**src/rtl/alarm_clock_pkg.sv**
```systemverilog
// Shared types and constants for the alarm clock core: mode encoding,
// field widths, alarm reset default and the snooze-target arithmetic.
package alarm_clock_pkg;

    localparam int HOUR_W = 5;
    localparam int MIN_W  = 6;
    localparam int SEC_W  = 6;
    localparam int MODE_W = 3;

    localparam logic [HOUR_W-1:0] AL_HOUR_RST = 5'd6;
    localparam logic [MIN_W-1:0]  AL_MIN_RST  = 6'd0;

    typedef enum logic [MODE_W-1:0] {
        RUN      = 3'd0,
        SET_HOUR = 3'd1,
        SET_MIN  = 3'd2,
        AL_HOUR  = 3'd3,
        AL_MIN   = 3'd4
    } mode_t;

    typedef struct packed {
        logic [HOUR_W-1:0] hour;
        logic [MIN_W-1:0]  min;
    } hm_t;

    // hour:min + delta minutes (delta < 60), wrapping past 23:59.
    function automatic hm_t add_minutes(input logic [HOUR_W-1:0] hour,
                                        input logic [MIN_W-1:0]  min,
                                        input logic [MIN_W-1:0]  delta);
        hm_t            res;
        logic [MIN_W:0] msum;
        msum     = {1'b0, min} + {1'b0, delta};
        res.hour = hour;
        res.min  = msum[MIN_W-1:0];
        if (msum >= 7'd60) begin
            res.min = msum[MIN_W-1:0] - 6'd60;
            if (hour == 5'd23) begin
                res.hour = 5'd0;
            end else begin
                res.hour = hour + 5'd1;
            end
        end else begin
            res.min = msum[MIN_W-1:0];
        end
        return res;
    endfunction

endpackage

```
**src/rtl/mod_counter.sv**
```systemverilog
// Modulo-N up/down counter with clear and hold; carry pulses when an
// increment wraps MODULUS-1 back to zero.
module mod_counter #(
    parameter int           MODULUS = 60,
    parameter int           W       = 6,
    parameter logic [W-1:0] RST_VAL = {W{1'b0}}
) (
    input  logic         clk,
    input  logic         reset,
    input  logic         clear,
    input  logic         inc,
    input  logic         dec,
    output logic [W-1:0] value,
    output logic         carry
);

    localparam logic [W-1:0] MAX_VAL = W'(MODULUS - 1);
    localparam logic [W-1:0] ZERO    = {W{1'b0}};
    localparam logic [W-1:0] ONE     = W'(1);

    logic [W-1:0] value_r;

    assign carry = inc && !clear && (value_r == MAX_VAL);
    assign value = value_r;

    // Clear beats increment beats decrement; both directions wrap.
    always_ff @(posedge clk) begin
        if (reset) begin
            value_r <= RST_VAL;
        end else if (clear) begin
            value_r <= ZERO;
        end else if (inc) begin
            value_r <= (value_r == MAX_VAL) ? ZERO : value_r + ONE;
        end else if (dec) begin
            value_r <= (value_r == ZERO) ? MAX_VAL : value_r - ONE;
        end else begin
            value_r <= value_r;
        end
    end

endmodule

```
**src/rtl/alarm_clock_core.sv**
```systemverilog
// Time-keeping and alarm core: prescaled seconds chain, button-driven
// time/alarm setting FSM, and ring control with snooze and auto-timeout.
module alarm_clock_core
    import alarm_clock_pkg::*;
#(
    parameter int TICK_DIV   = 10_000_000,
    parameter int SNOOZE_MIN = 5,
    parameter int RING_SEC   = 60
) (
    input  logic              clk,
    input  logic              reset,
    input  logic              up_pulse,
    input  logic              down_pulse,
    input  logic              center_pulse,
    input  logic              alarm_en,
    output logic [HOUR_W-1:0] hour,
    output logic [MIN_W-1:0]  min,
    output logic [SEC_W-1:0]  sec,
    output logic [HOUR_W-1:0] al_hour,
    output logic [MIN_W-1:0]  al_min,
    output logic [MODE_W-1:0] mode,
    output logic              ringing,
    output logic              blink
);

    localparam int               PRE_W        = $clog2(TICK_DIV);
    localparam logic [PRE_W-1:0] PRE_MAX      = PRE_W'(TICK_DIV - 1);
    localparam logic [PRE_W-1:0] PRE_HALF     = PRE_W'(TICK_DIV / 2);
    localparam logic [PRE_W-1:0] PRE_ZERO     = {PRE_W{1'b0}};
    localparam logic [PRE_W-1:0] PRE_ONE      = PRE_W'(1);
    localparam logic [MIN_W-1:0] SNOOZE_DELTA = MIN_W'(SNOOZE_MIN);
    localparam logic [8:0]       RING_LIMIT   = 9'(RING_SEC);

    mode_t             mode_r;
    mode_t             mode_nxt_s;
    logic [PRE_W-1:0]  prescaler_r;
    logic [PRE_W-1:0]  prescaler_nxt_s;
    logic              blink_r;
    logic              new_sec_r;
    logic              tick_s;
    logic              set_mode_s;

    logic              in_set_hour_s, in_set_min_s, in_al_hour_s, in_al_min_s;
    logic              center_ok_s, up_s, dn_s;
    logic              sec_clr_s, min_inc_s, min_dec_s, hour_inc_s, hour_dec_s;
    logic              alh_inc_s, alh_dec_s, alm_inc_s, alm_dec_s;
    logic              sec_carry_s, min_carry_s;
    logic              unused_hour_carry_s, unused_alh_carry_s, unused_alm_carry_s;

    logic              ringing_r;
    logic [7:0]        ring_cnt_r;
    logic [8:0]        ring_cnt_inc_s;
    logic              snz_pend_r;
    logic [HOUR_W-1:0] snz_hour_r;
    logic [MIN_W-1:0]  snz_min_r;
    hm_t               snz_target_s;
    logic              al_match_s, snz_match_s, trigger_s;

    assign set_mode_s    = (mode_r == SET_HOUR) || (mode_r == SET_MIN);
    assign in_set_hour_s = (mode_r == SET_HOUR);
    assign in_set_min_s  = (mode_r == SET_MIN);
    assign in_al_hour_s  = (mode_r == AL_HOUR);
    assign in_al_min_s   = (mode_r == AL_MIN);
    assign tick_s        = !set_mode_s && (prescaler_r == PRE_MAX);

    // Buttons are swallowed while ringing; center outranks up, up outranks down.
    assign center_ok_s = !ringing_r && center_pulse;
    assign up_s        = !ringing_r && !center_pulse && up_pulse;
    assign dn_s        = !ringing_r && !center_pulse && !up_pulse && down_pulse;

    // Set modes never tick, so an edit wrap cannot leak into the next field.
    assign sec_clr_s  = in_set_min_s && center_ok_s;
    assign min_inc_s  = sec_carry_s || (in_set_min_s && up_s);
    assign min_dec_s  = in_set_min_s && dn_s;
    assign hour_inc_s = (sec_carry_s && min_carry_s) || (in_set_hour_s && up_s);
    assign hour_dec_s = in_set_hour_s && dn_s;
    assign alh_inc_s  = in_al_hour_s && up_s;
    assign alh_dec_s  = in_al_hour_s && dn_s;
    assign alm_inc_s  = in_al_min_s && up_s;
    assign alm_dec_s  = in_al_min_s && dn_s;

    mod_counter #(.MODULUS(60), .W(SEC_W), .RST_VAL(6'd0)) u_sec (
        .clk(clk), .reset(reset), .clear(sec_clr_s), .inc(tick_s), .dec(1'b0),
        .value(sec), .carry(sec_carry_s)
    );

    mod_counter #(.MODULUS(60), .W(MIN_W), .RST_VAL(6'd0)) u_min (
        .clk(clk), .reset(reset), .clear(1'b0), .inc(min_inc_s), .dec(min_dec_s),
        .value(min), .carry(min_carry_s)
    );

    mod_counter #(.MODULUS(24), .W(HOUR_W), .RST_VAL(5'd0)) u_hour (
        .clk(clk), .reset(reset), .clear(1'b0), .inc(hour_inc_s), .dec(hour_dec_s),
        .value(hour), .carry(unused_hour_carry_s)
    );

    mod_counter #(.MODULUS(24), .W(HOUR_W), .RST_VAL(AL_HOUR_RST)) u_al_hour (
        .clk(clk), .reset(reset), .clear(1'b0), .inc(alh_inc_s), .dec(alh_dec_s),
        .value(al_hour), .carry(unused_alh_carry_s)
    );

    mod_counter #(.MODULUS(60), .W(MIN_W), .RST_VAL(AL_MIN_RST)) u_al_min (
        .clk(clk), .reset(reset), .clear(1'b0), .inc(alm_inc_s), .dec(alm_dec_s),
        .value(al_min), .carry(unused_alm_carry_s)
    );

    // Prescaler wraps at TICK_DIV-1 and is pinned to zero while setting time.
    always_comb begin
        prescaler_nxt_s = prescaler_r;
        if (set_mode_s) begin
            prescaler_nxt_s = PRE_ZERO;
        end else if (prescaler_r == PRE_MAX) begin
            prescaler_nxt_s = PRE_ZERO;
        end else begin
            prescaler_nxt_s = prescaler_r + PRE_ONE;
        end
    end

    // Mode sequence advanced by center; frozen while the alarm rings.
    always_comb begin
        mode_nxt_s = mode_r;
        if (center_ok_s) begin
            case (mode_r)
                RUN:      mode_nxt_s = SET_HOUR;
                SET_HOUR: mode_nxt_s = SET_MIN;
                SET_MIN:  mode_nxt_s = AL_HOUR;
                AL_HOUR:  mode_nxt_s = AL_MIN;
                AL_MIN:   mode_nxt_s = RUN;
                default:  mode_nxt_s = RUN;
            endcase
        end else begin
            mode_nxt_s = mode_r;
        end
    end

    // Timebase, blink phase, one-cycle-delayed tick and mode register.
    always_ff @(posedge clk) begin
        if (reset) begin
            prescaler_r <= PRE_ZERO;
            blink_r     <= 1'b1;
            new_sec_r   <= 1'b0;
            mode_r      <= RUN;
        end else begin
            prescaler_r <= prescaler_nxt_s;
            blink_r     <= (prescaler_nxt_s < PRE_HALF);
            new_sec_r   <= tick_s;
            mode_r      <= mode_nxt_s;
        end
    end

    // Compare runs the cycle after a tick so only fresh :00 seconds trigger.
    assign al_match_s     = (hour == al_hour) && (min == al_min);
    assign snz_match_s    = snz_pend_r && (hour == snz_hour_r) && (min == snz_min_r);
    assign trigger_s      = alarm_en && new_sec_r && (sec == 6'd0) && !set_mode_s &&
                            (al_match_s || snz_match_s);
    assign ring_cnt_inc_s = {1'b0, ring_cnt_r} + 9'd1;
    assign snz_target_s   = add_minutes(hour, min, SNOOZE_DELTA);

    // Ring state: disable, dismiss, snooze, trigger, then timeout.
    always_ff @(posedge clk) begin
        if (reset) begin
            ringing_r  <= 1'b0;
            ring_cnt_r <= 8'd0;
            snz_pend_r <= 1'b0;
            snz_hour_r <= 5'd0;
            snz_min_r  <= 6'd0;
        end else if (!alarm_en) begin
            ringing_r  <= 1'b0;
            snz_pend_r <= 1'b0;
        end else if (ringing_r && center_pulse) begin
            ringing_r  <= 1'b0;
            snz_pend_r <= 1'b0;
        end else if (ringing_r && (up_pulse || down_pulse)) begin
            ringing_r  <= 1'b0;
            snz_pend_r <= 1'b1;
            snz_hour_r <= snz_target_s.hour;
            snz_min_r  <= snz_target_s.min;
        end else if (trigger_s) begin
            ringing_r  <= 1'b1;
            ring_cnt_r <= 8'd0;
            snz_pend_r <= snz_pend_r && !snz_match_s;
        end else if (ringing_r && new_sec_r) begin
            ring_cnt_r <= ring_cnt_inc_s[7:0];
            ringing_r  <= (ring_cnt_inc_s != RING_LIMIT);
        end else begin
            ringing_r  <= ringing_r;
        end
    end

    assign mode    = mode_r;
    assign ringing = ringing_r;
    assign blink   = blink_r;

endmodule
```
**config.mk**
```make
export PLATFORM = sky130hd
export DESIGN_NAME = alarm_clock_core
export DESIGN_NICKNAME = d
export VERILOG_FILES = /design/src/rtl/alarm_clock_pkg.sv /design/src/rtl/mod_counter.sv /design/src/rtl/alarm_clock_core.sv
export SDC_FILE = /design/constraint.sdc
export NUM_CORES = 1
export LEC_CHECK = 0
export CORE_MARGIN = 2
export CORE_UTILIZATION = 55
export DETAILED_ROUTE_END_ITERATION = 10
export MAX_ROUTING_LAYER = met4
export PLACE_DENSITY = 0.85
export RECOVER_POWER = 100
export SKIP_CTS_REPAIR_TIMING = 1
export SYNTH_ARGS = -nofsm -noshare
export SYNTH_HDL_FRONTEND = slang
export SYNTH_SLANG_ARGS = --single-unit
export TNS_END_PERCENT = 100
```
**constraint.sdc**
```tcl
create_clock -name clk -period 4.3 [get_ports clk]
set_input_delay 0.86 -clock clk [delete_from_list [all_inputs] [get_ports clk]]
set_output_delay 0.86 -clock clk [all_outputs]
set_load 0.01 [all_outputs]
```
==> impl_metrics.ini, run 1 <==
[synth]
synth.distinct_cells = 72
seq_area_frac_synth = 0.2944
postSynth.asyncResetShare = 0
synth.avg_cell_area_sq_um = 7.777
synth_nets = 705
yosysWarningCount = 0
ys.flop_type = dfxtp_1
syn_inst = 682
synth_edf_count = 0
ys_ff_latch = 78
synth_area_sq_um = 5304

[floorplanning]
start_util = 0.5713
core_sq_um = 9284
die-area_sq_um = 10440
die_x_um = 102.2
die_height_um = 102.2
fp-row-count = 35
io_pins = 39

[clocking]
htree_levels = 3
clk_latency_ns = 0.36
cts-root-buf = clkbuf_8
clkTransAtPathRegs_ns = 0.09
cts_num_sinks = 78
cts_buffer_depth = 2
numCtsBuffers = 9
tritoncts = yes

[detailed_routing]
antenna_left = 0
dr.pass1.iters = 6
avgViaCountPerCell = 6.270
drt-total-wl_um = 13560
num_vias = 5141
route.detailed.drc = 0
drtIter0Drc = 570
routedWlPerCell_um = 16.54

[grt]
antenna_found_initial = 0
track_usage = 0.2780
gr-total-overflow = 0
grt_pass1_vias = 4784
grt_pass1_wl_um = 22600
grt_max_degree = 50

[setup_path]
critPathRequiredTime_ns = 4.58
cp-start-kind = input pin
r2r_slack_ns = 0.94
r2r_start = u_min.value[1]$_SDFFE_PP0P_
path_class = input pin to flop
worstRegToRegCells = 10
path_max_fanout = 9
arrival_ns = 3.70
reg2reg_to = snz_hour_r[2]$_SDFFE_PP0P_
critPathCaptureType = flop

[placement]
dpl.cell_count = 804
post-place-ws_ns = 0.9623
io_buffers = 38
globalplace.congestion = 0.9752
place_hpwl_um = 9683

[timing]
finalSetupTns_ns = 0
relSlewSlack = 0.1131
slew_violations = 0
worst_pin_slew_ns = 1.330
rsz0062_at_grt = false
timing.final.ws_setup_ns = 0.8817
finalCritPeriodShare = 0.7949
hold_viol_final = 0
setup_violations = 0
fin_crit_ns = 3.418
skew_ns = 0.01239
max_freq_ghz = 0.2925

[run_status]
status = complete, no violations

[pwr]
leakage_nw = 2.023
ir_worst_vdd_mv = 0.3464
power_density_nw_per_um2 = 262.1
power_mw = 1.535

[final_layout]
nFillCells = 807
final_cells = 820
utilization = 0.6310
diodes = 0
layout.nets = 709
areaGrowthSynthToFinish_pct = 10.45
drive_gt1_frac = 0.04776

[job]
cap_violations = 0

[min_path]
hp-start = snz_hour_r[4]$_SDFFE_PP0P_
whs_path_depth = 2
hold_class = flop to flop
hold_end = snz_hour_r[4]$_SDFFE_PP0P_
[through the flow]
step / hold slack (ns) / instance area (sq um)
final: 0.4747 / 5858
after global routing: 0.5006 / 5858
after floorplan: 0.4405 / 5304
after global placement: 0.4541 / 5672
after CTS: 0.4729 / 5886
after detailed placement: 0.4613 / 5672
[flip-flops by register name, indices dropped and copies added (netlist names)]
signal,cells
u_hour.value,5
snz_min_r,6
snz_hour_r,5
ring_cnt_r,8
blink,1
u_al_min.value,6
mode,3
u_sec.value,6
u_al_hour.value,5
ringing,1
u_min.value,6
prescaler_r,24
new_sec_r,1
snz_pend_r,1
[power by group]
| group | internal [mW] | total, mW | switching, mW | leakage [nW] |
|---|---|---|---|---|
| logic | 0.0714 | 0.169 | 0.0979 | 1.29 |
| registers | 0.733 | 0.765 | 0.0320 | 0.630 |
| clock network | 0.326 | 0.601 | 0.275 | 0.106 |
| total | 1.13 | 1.54 | 0.405 | 2.02 |
[cell usage in the layout, fill, tap and decap left out, types with 4 or more instances in the layout]
| cell type | n |
|---|---|
| or4_1 | 4 |
| o21ai_0 | 32 |
| ha_1 | 17 |
| nand4_1 | 23 |
| nor4b_1 | 5 |
| or2_2 | 4 |
| dfxtp_1 | 78 |
| nand3_1 | 31 |
| clkbuf_8 | 9 |
| nor2_1 | 74 |
| a21o_1 | 4 |
| xnor2_1 | 46 |
| a211oi_1 | 11 |
| dlygate4sd3_1 | 36 |
| nor4_1 | 10 |
| and4_1 | 4 |
| or3b_2 | 4 |
| mux2i_1 | 8 |
| o22ai_1 | 5 |
| nor2b_1 | 7 |
| inv_1 | 18 |
| a311oi_1 | 9 |
| nand2_1 | 56 |
| nor3_1 | 11 |
| a31oi_1 | 12 |
| and4b_1 | 4 |
| nor3b_1 | 11 |
| o211ai_1 | 8 |
| a21oi_1 | 41 |
| or3_1 | 4 |
| nand2b_1 | 4 |
| xor2_1 | 19 |
| nand4b_1 | 5 |
| and3_1 | 13 |
| and2_1 | 5 |
[critical path, stage by stage]
cell,delay (ns)
dlygate4sd3_1,0.74
nor3b_1,0.87
nand2_1,0.35
nor4_1,0.36
a21oi_1,0.08
a211o_1,0.30
a21oi_1,0.14
[logic make-up (layout without fill, tap and decap cells)]
family | count (synthesis) | in the layout | synth area share
simple gates | 295 | 295 | 0.3062
flops | 78 | 78 | 0.2944
fa+ha+maj | 18 | 18 | 0.04199
mux | 10 | 10 | 0.02005
buf+inv | 66 | 75 | 0.04906
xor+xnor | 65 | 65 | 0.1073
compound gates | 150 | 150 | 0.1809
[synth_stat cells, types with 7 or more instances]
library cell | count | area share
nor2b_1 | 7 | 0.0083
o211ai_1 | 8 | 0.011
o21ai_0 | 29 | 0.027
a21oi_1 | 41 | 0.039
a31oi_1 | 12 | 0.014
and3_1 | 13 | 0.015
inv_1 | 18 | 0.013
nand4_1 | 23 | 0.027
xnor2_1 | 46 | 0.076
mux2i_1 | 8 | 0.015
clkbuf_1 | 43 | 0.030
nor3b_1 | 10 | 0.014
nand3_1 | 31 | 0.029
ha_1 | 17 | 0.040
a211oi_1 | 11 | 0.016
xor2_1 | 19 | 0.031
nand2_1 | 56 | 0.040
nor4_1 | 10 | 0.012
nor3_1 | 10 | 0.0094
a311oi_1 | 9 | 0.015
and2_1 | 7 | 0.0083
nor2_1 | 74 | 0.052
dfxtp_1 | 78 | 0.29
[cell type report]
class	count	area (sq um)	area share
Multi-Input combinational cell	538	3458	0.5903
Tap cell	129	161.4	0.02755
Clock buffer	10	127.6	0.02179
Inverter	19	71.32	0.01217
Timing Repair Buffer	40	391.6	0.06685
Clock inverter	6	86.33	0.01474
Sequential cell	78	1562	0.2666
[worst max path at each step]
stage | from | end
global placement | alarm_en | ring_cnt_r[4]$_SDFFE_PP0P_
finish | up_pulse | u_al_hour.value[3]$_SDFFE_PP0P_
CTS | u_min.value[0]$_SDFFE_PP0P_ | snz_hour_r[2]$_SDFFE_PP0P_
global route | up_pulse | u_al_hour.value[3]$_SDFFE_PP0P_
detailed placement | alarm_en | ring_cnt_r[5]$_SDFFE_PP0P_
floorplan | u_min.value[3]$_SDFFE_PP0P_ | snz_min_r[4]$_SDFFE_PP0P_
[routing by layer]
layer  GRT usage  vias up  routed length (um)
met5           -        -                   0
met3     0.05472       41                 941
met4     0.09231        0                 293
met1      0.3481     2400                5965
met2      0.4509      217                6360
li1            -     2483                   -
Power figures use the tool's default switching activity.
==> run 2: changes to the inputs <==
--- a/config.mk
+++ b/config.mk
@@ -6,10 +6,10 @@
 export NUM_CORES = 1
 export LEC_CHECK = 0
 export CORE_MARGIN = 2
-export CORE_UTILIZATION = 55
+export CORE_UTILIZATION = 54
 export DETAILED_ROUTE_END_ITERATION = 10
 export MAX_ROUTING_LAYER = met4
-export PLACE_DENSITY = 0.85
+export PLACE_DENSITY = 0.86
 export RECOVER_POWER = 100
 export SKIP_CTS_REPAIR_TIMING = 1
 export SYNTH_ARGS = -nofsm -noshare
==> constraint.sdc (replaced) <==
create_clock -name clk -period 2.82 [get_ports clk]
set_input_delay 0.564 -clock clk [delete_from_list [all_inputs] [get_ports clk]]
set_output_delay 0.564 -clock clk [all_outputs]
set_load 0.01 [all_outputs]
==> run 2 against run 1 <==
First-iteration DRC count is 21% lower. Sequential share of layout area is 0.54 points lower. Critical path depth stayed put. Worst hold slack worse by 0.0069 ns. Global-route usage is 0.26 points higher. Flip-flop and latch count stayed put. Clock-buffer cell count is 1 higher. Cell area is 2.1% higher. Critical path type is now flop to flop. Largest cell class unchanged.
==> impl_metrics.ini, run 2 (synthesis results as in run 1) <==
[final_layout]
nFillCells = 881
final_cell_mix = dfxtp_1 (78), nor2_1 (74), nand2_1 (57)
diodes = 0
reg_top3 = prescaler_r x24, ring_cnt_r x8
ff_latch_area_sq_um = 1562
final_cells = 844
utilization = 0.6202
drive_gt1_frac = 0.06610
largest_reg_flops = 24
multi_input_area_sq_um = 3461
areaGrowthSynthToFinish_pct = 12.72
max_flop_register = prescaler_r
final_common_cell = dfxtp_1
layout.nets = 729

[timing]
setup_violations = 0
finalCritPeriodShare = 0.9378
hold_viol_final = 0
max_freq_ghz = 0.3781
fin_crit_ns = 2.645
finalSetupTns_ns = 0
relSlewSlack = 0.5415
worst_pin_slew_ns = 0.6878
rsz0062_at_grt = false
skew_ns = 0.01160
slew_violations = 0

[pwr]
power_density_nw_per_um2 = 378.9
pwr-share-comb = 0.126
intPower_mw = 1.611
ir_worst_vdd_mv = 0.2704
pwr-share-clk = 0.364
power_frac_seq = 0.510
p_switching_uw = 653.6
sw_frac_of_total = 0.2886
leakage_nw = 2.087

[run_status]
status = complete, no violations

[detailed_routing]
met3_length_um = 920
routedWlPerCell_um = 16.69
met2RoutedLength_um = 6703
highest_layer = met4
antenna_left = 0
num_vias = 5278
drt-total-wl_um = 14090
drtIter0Drc = 448
met1_length_um = 6189
dr.pass1.iters = 5
avgViaCountPerCell = 6.254
route.detailed.drc = 0

[floorplanning]
die_height_um = 103.1
io_pins = 39
die-area_sq_um = 10630
core_sq_um = 9639
die_x_um = 103.1
start_util = 0.5502
fp-row-count = 36

[setup_path]
cp-start-kind = flop
critPathLaunch = u_min.value[2]$_SDFFE_PP0P_
arrival_ns = 2.87
slowest_delay_ns = 0.56
critPathRequiredTime_ns = 3.04
reg2reg_to = ring_cnt_r[7]$_SDFFE_PP0P_
r2r_start = u_min.value[2]$_SDFFE_PP0P_
path_max_fanout = 11
worstRegToRegCells = 7
critPathCaptureType = flop
path_class = flop to flop
crit_slowest_cell = nor4_1
critical_path.cell_chain = clkbuf_1 -> xnor2_1 -> nand4_1 -> nor4_1 -> nor2_1 -> a21boi_1 -> a311oi_1
endpoint = ring_cnt_r[7]$_SDFFE_PP0P_
r2r_slack_ns = 0.18

[grt]
grt_max_degree = 50
grt_pass1_wl_um = 23140
grt_pass1_vias = 4823
gr-total-overflow = 0
antenna_found_initial = 0
track_usage = 0.2806

[clocking]
cts_buffer_depth = 2
htree_levels = 3
cts_num_sinks = 78
numCtsBuffers = 9
tritoncts = yes
cts-root-buf = clkbuf_8
clk_latency_ns = 0.36
clkTransAtPathRegs_ns = 0.09

[placement]
dpl.cell_count = 828
place_hpwl_um = 10130
io_buffers = 38
globalplace.congestion = 0.9375

[min_path]
hold_class = flop to flop

[job]
cap_violations = 0
run 2: per-stage QoR:
stage               instance area, sq um  worst slack [ns]  total power, mW  hold WS (ns)
floorplan                           5304            0.1614            1.367        0.4405
global placement                    5839           0.01228            1.459        0.4533
detailed placement                  5839          -0.04136            1.469        0.4590
CTS                                 6033            0.2368            2.283        0.4689
global route                        5978           0.01434            2.367        0.4938
finish                              5978            0.1753            2.265        0.4677
run 2: power by group through the flow:
stage               Combinational (mW)  Sequential, mW  Clock [mW]
finish                           0.285            1.16       0.825
global route                     0.311            1.16       0.897
CTS                              0.292            1.15       0.837
detailed placement               0.289            1.18           0
global placement                 0.280            1.18           0
floorplan                        0.203            1.16           0
run 2: worst min path at each step:
stage                                           from                          to  slack, ns  cells past startpoint
after detailed placement  snz_hour_r[4]$_SDFFE_PP0P_  snz_hour_r[4]$_SDFFE_PP0P_       0.46                      2
after CTS                 snz_hour_r[4]$_SDFFE_PP0P_  snz_hour_r[4]$_SDFFE_PP0P_       0.47                      2
after global placement    snz_hour_r[4]$_SDFFE_PP0P_  snz_hour_r[4]$_SDFFE_PP0P_       0.45                      2
after global routing       snz_min_r[4]$_SDFFE_PP0P_   snz_min_r[4]$_SDFFE_PP0P_       0.49                      2
final                     snz_hour_r[4]$_SDFFE_PP0P_  snz_hour_r[4]$_SDFFE_PP0P_       0.47                      2
after floorplan           ring_cnt_r[7]$_SDFFE_PP0P_  ring_cnt_r[7]$_SDFFE_PP0P_       0.44                      1
run 2: final cells by class:
class | count | share of cell area
timing repair buffer | 60 | 0.08769
tap | 133 | 0.02784
clock inverter | 5 | 0.007116
sequential | 78 | 0.2612
multi-input combinational | 538 | 0.5789
inverter | 19 | 0.01193
clock buffer | 11 | 0.02532
run 2: worst max-delay path, delay by kind of cell (launching register included):
family          cells  cell delay (ns)
buf+inv             1             0.50
flops               1             0.42
xor+xnor            1             0.21
compound gates      2             0.58
simple gates        3             0.80
run 2: metal layers:
layer | vias to the layer above | global-route usage
met5 | - | -
met4 | 0 | 0.1012
met3 | 25 | 0.04068
met2 | 223 | 0.4446
met1 | 2515 | 0.3649
li1 | 2515 | -
==> run 3: changes to the inputs <==
--- a/config.mk
+++ b/config.mk
@@ -8,7 +8,6 @@
 export CORE_MARGIN = 2
 export CORE_UTILIZATION = 54
 export DETAILED_ROUTE_END_ITERATION = 10
-export MAX_ROUTING_LAYER = met4
 export PLACE_DENSITY = 0.86
 export RECOVER_POWER = 100
 export SKIP_CTS_REPAIR_TIMING = 1
==> run 3 against run 2 <==
Register-to-register slack worse by 0.05 ns. Global-route usage is 1.6 points lower. Sequential share of layout area is 0.18 points higher. Clock power is 9.5% lower. Sequential power hardly changed. Combinational power is 3% lower. Flip-flop and latch count stayed put.
==> impl_metrics.ini, run 3 (synthesis results as in run 1) <==
[run_status]
status = complete, no violations

[final_layout]
areaGrowthSynthToFinish_pct = 11.96
layout.nets = 727
max_flop_register = prescaler_r
final_cells = 842
reg_top3 = prescaler_r x24, ring_cnt_r x8
diodes = 0
final_cell_mix = dfxtp_1 (78), nor2_1 (74), nand2_1 (57)
final_common_cell = dfxtp_1
utilization = 0.6160
largest_reg_flops = 24
drive_gt1_frac = 0.05924
nFillCells = 896

[setup_path]
arrival_ns = 2.93
slowest_delay_ns = 0.65
critPathRequiredTime_ns = 3.06
r2r_start = prescaler_r[19]$_SDFF_PP0_
critPathCaptureType = flop
critical_path.cell_chain = or4b_1 -> or4_4 -> or4_1 -> nand3_2 -> a21oi_2 -> mux2_1
critPathLaunch = prescaler_r[19]$_SDFF_PP0_
path_max_fanout = 8
crit_slowest_cell = or4_1
path_class = flop to flop
cp-start-kind = flop
r2r_slack_ns = 0.13

[pwr]
leakage_nw = 2.053
power_density_nw_per_um2 = 367.3
ir_worst_vdd_mv = 0.2873

[detailed_routing]
drtIter0Drc = 306
routedWlPerCell_um = 16.23
antenna_left = 0
num_vias = 5185
dr.pass1.iters = 5
drt-total-wl_um = 13660
avgViaCountPerCell = 6.158
route.detailed.drc = 0

[timing]
timing.final.ws_setup_ns = 0.1265
max_freq_ghz = 0.3713
slew_violations = 0
skew_ns = 0.009205
fin_crit_ns = 2.693
finalCritPeriodShare = 0.9551
finalSetupTns_ns = 0
hold_viol_final = 0
setup_violations = 0
worst_pin_slew_ns = 0.6729
relSlewSlack = 0.5514
rsz0062_at_grt = false

[grt]
gr-total-overflow = 0
grt_pass1_wl_um = 22580
antenna_found_initial = 0
grt_max_degree = 50
grt_pass1_vias = 4788
track_usage = 0.2649

[min_path]
hold_class = flop to flop
hp-start = snz_min_r[4]$_SDFFE_PP0P_

[clocking]
cts_buffer_depth = 2
tritoncts = yes
numCtsBuffers = 9
clkTransAtPathRegs_ns = 0.08
cts-root-buf = clkbuf_8
clk_latency_ns = 0.36
htree_levels = 3
cts_num_sinks = 78

[floorplanning]
io_pins = 39
start_util = 0.5502
die-area_sq_um = 10630
die_height_um = 103.1
die_x_um = 103.1
fp-row-count = 36
core_sq_um = 9639

[placement]
dpl.cell_count = 826
io_buffers = 38
globalplace.congestion = 0.8978
place_hpwl_um = 9824
post-place-ws_ns = -0.02252

[job]
cap_violations = 0
run 3: cell count changes in the layout (fill, tap and decap cells not counted), moves of 2 or more:
| cell | delta |
|---|---|
| clkinv_4 | -2 |
| clkinv_2 | +3 |
| clkbuf_2 | -3 |
| clkbuf_8 | -2 |
| buf_4 | -2 |
| clkbuf_1 | +4 |
run 3: area by class of cell:
class	instances	area, sq um	area share
Sequential cell	78	1562	0.2630
Multi-Input combinational cell	538	3467	0.5839
Timing Repair Buffer	58	505.5	0.08512
Tap cell	133	166.4	0.02802
Clock inverter	6	38.79	0.006532
Inverter	19	71.32	0.01201
Clock buffer	10	127.6	0.02149
run 3: critical path: cells and delay by family (launching register included):
family	cells	cell delay, ns
AOI/OAI and AO/OA	1	0.05
DFF	1	0.49
muxes	1	0.33
and+or+nand+nor	4	1.71
run 3: routing by layer:
metal / wire length, um / part of all wire / track usage
met2: 6513 / 0.48 / 0.4361
met5: 0 / 0 / 0
met3: 835 / 0.061 / 0.04475
met4: 179 / 0.013 / 0.08401
met1: 6135 / 0.45 / 0.3547
run 3: power breakdown:
| group | switching (mW) | leakage, nW | internal (mW) |
|---|---|---|---|
| Clock | 0.431 | 0.0820 | 0.317 |
| Combinational | 0.160 | 1.34 | 0.117 |
| Sequential | 0.0393 | 0.630 | 1.12 |
run 3: through the flow:
stage               power [mW]  hold WS [ns]  cell area, sq um
floorplan                1.367        0.4405              5304
global placement         1.456        0.4525              5824
detailed placement       1.464        0.4670              5824
CTS                      2.194        0.4794              5991
global route             2.268        0.4949              5938
finish                   2.181        0.4727              5938
run 3: path summary, 6_finish.rpt:
check	endpoint	depth (start not counted)
max	u_hour.value[2]$_SDFFE_PP0P_	6
min	snz_min_r[4]$_SDFFE_PP0P_	2
max reg2reg	u_hour.value[2]$_SDFFE_PP0P_	6
min reg2reg	snz_min_r[4]$_SDFFE_PP0P_	2
==> variant: new RTL, settings of run 2 <==
Change the parameter `TICK_DIV` from 10_000_000 to 5_000_000.
--- a/src/rtl/alarm_clock_core.sv
+++ b/src/rtl/alarm_clock_core.sv
@@ -4,5 +4,5 @@
     import alarm_clock_pkg::*;
 #(
-    parameter int TICK_DIV   = 10_000_000,
+    parameter int TICK_DIV   = 5_000_000,
     parameter int SNOOZE_MIN = 5,
     parameter int RING_SEC   = 60
Behaviour: same outputs for any inputs over 10 cycles, from zero or initial values and one cycle with reset high; that may be too few to reach the edited logic, so the function may still have changed.
==> variant against run 2 <==
Sequential cell count decreased by 1; final cell count decreased by 3.3%; total power decreased by 2.4%; synthesized area decreased by 3.7%; die area decreased by 3.5%; cell area decreased by 2.6%; sequential power decreased by 3%; routed wire length decreased by 9.3%; via count decreased by 4.6%; setup slack improved by 50 ps; clock power increased by 4.4%.
==> variant: results (changes against run 2) <==
share of cells above drive strength 1=7.52% (+0.91 points); Static Leakage=2.11 nW (+1.1%); diode count=0 (unchanged); DRC marker count from the first detailed-route iteration=342 (-24%); largest registers in the final layout=prescaler_r x23, ring_cnt_r x8; first drt pass iteration count=5 (unchanged); final wirelength=12800 microns (-9.3%); Slew @ Worst Pin=707 ps (+19.0 ps); # placed instances=800 (-3.4%); r2r setup slk=230 ps (+50 ps); CP Launch Point=alarm_en; worst reg2reg path endpoint=snz_hour_r[4]; Hold Crit Class=register to register; gpl congestion=0.926 (-1.2%); synth top area cells=dfxtp_1 30%, xnor2_1 7.5%, nor2_1 7.3%; Detail Placement HPWL=9290 microns (-8.3%); Via Count=5035 (-4.6%); WL per Instance=15.7 microns (-6.2%); R2R depth=8 (+1); Critical Path Sink=ring_cnt_r[1]; Synth Instances=671 (-1.6%); via count of the first global-routing pass=4783 (-0.83%); layout net count=722 (-0.96%); worst r2r src=u_min.value[0]; largest net degree at the start of global routing=49 (-2.0%); overall global routing resource usage=26.6% (-1.4 points); Critical Path Fanout Max=10 (-1); hold_sp=snz_min_r[1]; top post-synthesis cells by count=100 x nor2_1, 77 x dfxtp_1, 50 x nand2_1; CP arrival=2840 ps (-30 ps); outcome=finished, final reports clean; sequential share of the synthesized area=30.2% (+0.73 points); Mapped Nets=693 (-1.7%); WHS Endpoint=snz_min_r[1]; total CTS buffers=9 (unchanged); fillers=778 (-12%); worst clock skew=17.9 ps (+6.26 ps); Max rail drop VDD=0.000324 V (+20%); first-pass GRT wire length=21800 microns (-5.8%)
[variant: kinds of logic (layout without fill, tap and decap cells)]
family	Yosys count	in the layout	share of synthesized area, %
multiplexers	11	11	2.16
flip-flops	77	77	30.2
adder cells (fa/ha/maj)	18	18	4.31
XOR/XNOR	66	66	11.3
buffers and inverters	66	100	5.02
AND/OR/NAND/NOR	301	301	30.2
AO/OA/AOI/OAI	132	132	16.9
[variant: power by group]
group,leakage (nW),internal (mW),switching (mW)
combinational,1.39,0.0942,0.133
clock,0.101,0.418,0.443
sequential,0.621,1.10,0.0222
total,2.11,1.61,0.599
[variant: layout make-up]
class	instances	area (sq um)	share of cell area [%]
well taps	111	139	2.38
clock buffers	10	128	2.19
flip-flops and latches	77	1540	26.5
clock inverters	6	70.1	1.20
repair buffers	65	558	9.58
multi-input cells	528	3320	57.0
inverters	19	71.3	1.22
[variant: worst max-delay path, stage by stage]
cell and delay [ps]:
dlygate4sd3_1 550, and4b_1 200, o2111ai_1 130, or3_1 430, o41ai_4 500, nor3_2 180
a22oi_1 220, nor2_1 60
[variant: through the flow]
| step | area, sq um | power (mW) | util [%] | hold WS, ps | setup WS (ps) |
|---|---|---|---|---|---|
| after floorplan | 5110 | 1.29 | - | 445 | 44.9 |
| after CTS | 5850 | 2.22 | 63.6 | 479 | -101 |
| after detailed placement | 5650 | 1.37 | 61.5 | 467 | -79.6 |
| final | 5830 | 2.21 | 63.3 | 481 | 225 |
| after global placement | 5650 | 1.37 | 61.5 | 459 | -39.1 |
| after global routing | 5830 | 2.29 | 63.3 | 500 | 22.6 |
[variant: routing by layer]
metal  share of wire, %  wire [microns]  global-route usage (%)
met3                6.2             786                    4.21
met5                  0               0                       -
met2                 49            6290                    42.9
met4                2.6             326                    11.1
met1                 42            5370                    33.2
